### config.mk
export PLATFORM = sky130hd
export DESIGN_NAME = oam_scanner
export DESIGN_NICKNAME = d
export VERILOG_FILES = /design/src/rtl/oam_scanner.sv
export SDC_FILE = /design/constraint.sdc
export NUM_CORES = 1
export LEC_CHECK = 0
export ABC_AREA = 1
export CAP_MARGIN = 25
export CORE_ASPECT_RATIO = 0.5
export CORE_MARGIN = 8
export CORE_UTILIZATION = 45
export DETAILED_ROUTE_END_ITERATION = 6
export GPL_ROUTABILITY_DRIVEN = 0
export PLACE_DENSITY = 0.78
export SLEW_MARGIN = 15
export SYNTH_ARGS = -nofsm -noshare
export SYNTH_HDL_FRONTEND = slang
export SYNTH_SLANG_ARGS = --single-unit
### constraint.sdc
create_clock -name clk -period 4.61 [get_ports clk]
set_input_delay 0.6915 -clock clk [delete_from_list [all_inputs] [get_ports clk]]
set_output_delay 0.6915 -clock clk [all_outputs]
set_load 0.1 [all_outputs]
### src/rtl/oam_scanner.sv
// oam_scanner: mode-2 OAM search sequencer.
//
// On each rising entry into PPU mode 2 this block walks all OAM entries. Each
// entry takes two enabled ticks. In phase 0 the entry address is presented.
// In phase 1 the sprite Y byte returned on oam_rdata is compared against the
// current line. Up to MAX_LINE_SP hits are streamed to the sprite fetcher as
// {sprite number, row within sprite}, in ascending entry order.
//
// Ports:
//   clk                 system clock
//   reset_n             synchronous active-low reset
//   slow_clk_en         dot-rate enable; all state advances only when high
//   lcd_enable          LCDC.7; low forces IDLE
//   mode                PPU mode (2 = OAM scan)
//   ly                  current line number
//   sp_8x16             sprite height select (0: 8 rows, 1: 16 rows)
//   oam_rdata           OAM read data (sprite Y during phase 1)
//   oam_scan_addr       OAM byte address {entry, 2'b00}, 0 outside SCAN
//   oam_scan_sp_num     entry number of the current hit
//   oam_scan_fine_y     row within sprite of the current hit
//   line_sp_list_write  hit strobe, level-valid for the whole phase-1 tick
//   scan_count          hits accepted this line
//   scan_done           high while in DONE
module oam_scanner #(
   parameter int unsigned MAX_LINE_SP = 10,
   parameter int unsigned OAM_ENTRIES = 40
) (
   input  logic       clk,
   input  logic       reset_n,
   input  logic       slow_clk_en,
   input  logic       lcd_enable,
   input  logic [1:0] mode,
   input  logic [7:0] ly,
   input  logic       sp_8x16,
   input  logic [7:0] oam_rdata,
   output logic [7:0] oam_scan_addr,
   output logic [5:0] oam_scan_sp_num,
   output logic [3:0] oam_scan_fine_y,
   output logic       line_sp_list_write,
   output logic [3:0] scan_count,
   output logic       scan_done
);

   localparam logic [1:0] StIdle = 2'd0;
   localparam logic [1:0] StScan = 2'd1;
   localparam logic [1:0] StDone = 2'd2;

   localparam logic [3:0] MaxCount  = 4'(MAX_LINE_SP);
   localparam logic [5:0] LastEntry = 6'(OAM_ENTRIES - 1);

   logic [1:0] state_q, state_d;
   logic [5:0] entry_q, entry_d;
   logic       phase_q, phase_d;
   logic [3:0] count_q, count_d;
   logic [1:0] prev_mode_q;

   logic [7:0] diff;
   logic       hit;
   logic       in_scan;
   logic       mode2;
   logic       write;

   // Row within the sprite; wraps modulo 256 so sprites below the line miss.
   always_comb begin
      diff    = ly + 8'd16 - oam_rdata;
      hit     = sp_8x16 ? (diff < 8'd16) : (diff < 8'd8);
      in_scan = (state_q == StScan);
      mode2   = (mode == 2'd2);
      // Gated by mode/lcd_enable so an aborting tick never emits a strobe.
      write   = in_scan & phase_q & hit & (count_q < MaxCount) & mode2 & lcd_enable;
   end

   always_comb begin
      state_d = state_q;
      entry_d = entry_q;
      phase_d = phase_q;
      count_d = count_q;
      case (state_q)
         StIdle: begin
            if (lcd_enable && mode2 && (prev_mode_q != 2'd2)) begin
               state_d = StScan;
               entry_d = 6'd0;
               phase_d = 1'b0;
               count_d = 4'd0;
            end
         end
         StScan: begin
            if (!lcd_enable || !mode2) begin
               state_d = StIdle;
            end else if (!phase_q) begin
               phase_d = 1'b1;
            end else begin
               phase_d = 1'b0;
               if (write) begin
                  count_d = count_q + 4'd1;
               end
               if (entry_q == LastEntry) begin
                  state_d = StDone;
               end else begin
                  entry_d = entry_q + 6'd1;
               end
            end
         end
         StDone: begin
            if (!lcd_enable || !mode2) begin
               state_d = StIdle;
            end
         end
         default: begin
            state_d = StIdle;
         end
      endcase
   end

   always_ff @(posedge clk) begin
      if (!reset_n) begin
         state_q     <= StIdle;
         entry_q     <= 6'd0;
         phase_q     <= 1'b0;
         count_q     <= 4'd0;
         // Treat reset as already inside mode 2 so a reset during a line does
         // not restart the scan; only a genuine rising entry starts one.
         prev_mode_q <= 2'd2;
      end else if (slow_clk_en) begin
         state_q     <= state_d;
         entry_q     <= entry_d;
         phase_q     <= phase_d;
         count_q     <= count_d;
         prev_mode_q <= mode;
      end
   end

   always_comb begin
      oam_scan_addr      = in_scan ? {entry_q, 2'b00} : 8'd0;
      oam_scan_sp_num    = in_scan ? entry_q : 6'd0;
      oam_scan_fine_y    = in_scan ? diff[3:0] : 4'd0;
      line_sp_list_write = write;
      scan_count         = count_q;
      scan_done          = (state_q == StDone);
   end

endmodule
==> results.md <==
* Final min period at 3680 ps
* FILL cells at approximately 290
* Resized cells post-CTS at 0
* Sequential cell area at 300 um2
* Max-slew violations at 0
* Clock root cell: clkbuf_8
* PwrDens at 247 nW/um2
* Core Area at roughly 3000 um2
* Pin count of the biggest net entering global routing at 19
* Routed WL at about 3300 um
* Clk_lat worst skew at roughly 240 ps
* Setup violators final at 0
* Most frequent cells in the layout: nand2_1, clkdlybuf4s50_1, inv_1
* Main area contributors after synthesis: dfxtp_1, ha_1, nand2_1
* I/O Pins at 47
* Initial antenna violation count at 0
* Yosys warns at 0
* Fin Setup TNS at 0 ps
* Area of the multi-input gates at 927 um2
* Startpoint Class: input port
* Largest delay share family, worst path: adder cells
* Max-cap viol count at 0
* RSZ-0062 raised after global routing: no
* Leakage at 0.867 nW
* Most common cell after layout, fill and taps aside: nand2_1
* Worst vdd ir at 0.000209 V
* Initial DRT Pass Iterations at 4
* Crit path max-delay cell type: clkdlybuf4s50_1
* Element type at the critical path end: output pin
* Dpl hpwl at around 2800 um
* Die width at 96.1 um
* GRT overflow at 0
* R2r startpoint: state_q[1]$_SDFFE_PN0P_
* Slowest stage delay, CP at 460 ps
* Clk pin slew, worst setup/hold paths at 60 ps
* Skew final at 2.42 ps
* Fmax at 0.272 GHz
* Ant. Diodes at 0
* Slew margin rel. at 0.343
* CTS Sinks at 15
* Syn Area/Cell at approximately 6.5 um2
* Reg-to-reg endpoint: scan_count[2]$_SDFFE_PN0P_
* Post-Syn Area at 1450 um2
* Initial DRC count at 48
* Die area at approximately 5400 um2
* DRC Markers at 0
* Hold Path Stages at 2
* Synth top area share at 0.208
* Num CTS Buffers at 3
* PortBufs at 44
* Arrival time of the worst setup path at 2980 ps
* Vias in the first global route at 1324
* Worst min path class: reg -> reg
* Die H at 56.1 um
* Hold Vio Cnt, Final at 0
* Post-Syn Instances at 222
* Setup CP Type: in -> out
* Crit path cell chain: clkdlybuf4s50_1 > inv_1 > ha_1 > ha_1 > fa_1 > inv_1 > nand2_1 > nand3_1 > nand2_1 > nor2_1 > nand2_1 > nor2_2 > nand3_2 > inv_1 > buf_12
* Via count at 1446
* Yosys reg bits at 15
* Setup bufs post-CTS at 0
* First-pass GRT wire length at 5670 um
* R2R depth at 12
* Yosys top cell by area: dfxtp_1
* WP data required at around 3900 ps
* Final worst-path cycle share at 0.797
* Slew at the pin with the worst max-slew slack at between 900 and 1000 ps
* Max FO, Critical Path at 3
* CTS tree: built
* Proportion of layout cells with a drive suffix above 1 at 0.0992
* Fin nets at 302
* Seq/Total Area, Yosys at 0.208
* Starting density of the core at 0.477
* CTS max path bufs at 2
* Layout overhead on the synthesized area at 32.9%
* Htree depth at 1
* Hold path start: prev_mode_q[1]$_SDFFE_PN1P_
* Crit path buffers/inverters at 5
* Drt wl/cell at 10.9 um
* Post-layout util at 0.634
* Row Count at 14
* Global Route Usage Sum at 0.125
* Internal reg-to-reg setup slack at around 3000 ps
* Synth cell types at 31
* Worst hold margin at 485 ps
* Status: finished, final reports clean
* Hold Path Sink: prev_mode_q[1]$_SDFFE_PN1P_
* Vias per cell at about 4.8
* Cts hold-fix bufs at 0
* Post-route ant nets at 0
==> kinds of logic (layout without fill, tap and decap cells) <==
logic type               Yosys count  count (layout)  synth area share
buffers and inverters             51              90             0.153
adder cells (fa/ha/maj)           16              16             0.144
flip-flops                        15              15             0.208
other                              1               2           0.00259
AO/OA/AOI/OAI                     27              27             0.105
XOR/XNOR                           4               4            0.0242
AND/OR/NAND/NOR                  108             108             0.364
==> sequential cells by signal, indices dropped and copies added (netlist names) <==
| register | flops |
|---|---|
| entry_q | 6 |
| phase_q | 1 |
| prev_mode_q | 2 |
| scan_count | 4 |
| state_q | 2 |
==> worst register-to-register path, stage by stage, from the launching register on <==
cell and delay [ps]:
dfxtp_1 370, inv_2 160, nand2_8 130, nor2_4 160, nand2_1 60, nor2_1 80
nand2_1 70, nor2_2 100, nand3_2 80, nand2_2 120, nand2_1 80, nand2_1 70
a21oi_1 60
==> per-stage QoR <==
stage	power, mW	setup slack, ps	cells	cell area (um2)
3_3_place_gp	0.369	969	298	1880
2_1_floorplan	0.321	894	223	1450
3_5_place_dp	0.373	912	298	1880
6_report	0.474	935	302	1920
4_1_cts	0.479	919	302	1920
5_1_grt	0.511	772	302	1920
==> per-layer routing <==
metal,global-route usage,routed length (um),share of wire
met1,0.146,1500,0.46
met3,0.0350,176,0.054
met2,0.221,1580,0.48
met5,0,0,0
met4,0.0195,23,0.0070
==> power breakdown <==
part | total [mW] | switching, mW | internal (mW)
clock | 0.104 | 0.0429 | 0.0611
sequential | 0.148 | 0.00957 | 0.138
combinational | 0.223 | 0.149 | 0.0736
total | 0.474 | 0.202 | 0.273
==> synthesized netlist by cell type <==
cell,n
nand3_2,3
inv_1,37
nor2_1,26
ha_1,15
o21a_1,1
nor4_1,1
nand3_1,15
dfxtp_1,15
a21oi_1,16
xnor2_1,1
nand2_8,1
fa_1,1
clkbuf_1,1
nor2_4,3
o21ai_0,5
nand2_1,46
nor3_1,3
nor2_2,2
nand3b_1,2
nor3_4,1
nand2_2,2
a211oi_1,3
clkinv_1,1
buf_4,8
xor2_1,3
o21bai_1,1
a21oi_2,1
inv_2,4
nand4_1,2
conb_1,1
or2_2,1
==> final cells by class <==
cell class	instances	share of cell area
multi-input cells	157	0.483
repair buffers	44	0.229
flip-flops and latches	15	0.156
inverters	42	0.0821
well taps	40	0.0261
clock buffers	4	0.0235
==> worst max-delay path by stage <==
stage	depth (start not counted)	endpoint	start	slack (ps)
after floorplan	7	oam_scan_fine_y[3]	oam_rdata[1]	890
after global placement	13	line_sp_list_write	oam_rdata[1]	970
after detailed placement	15	line_sp_list_write	oam_rdata[1]	910
after CTS	15	line_sp_list_write	oam_rdata[1]	920
after global routing	13	line_sp_list_write	oam_rdata[1]	770
final	15	line_sp_list_write	oam_rdata[1]	930
Note: power is estimated with default switching activity, not from simulation.
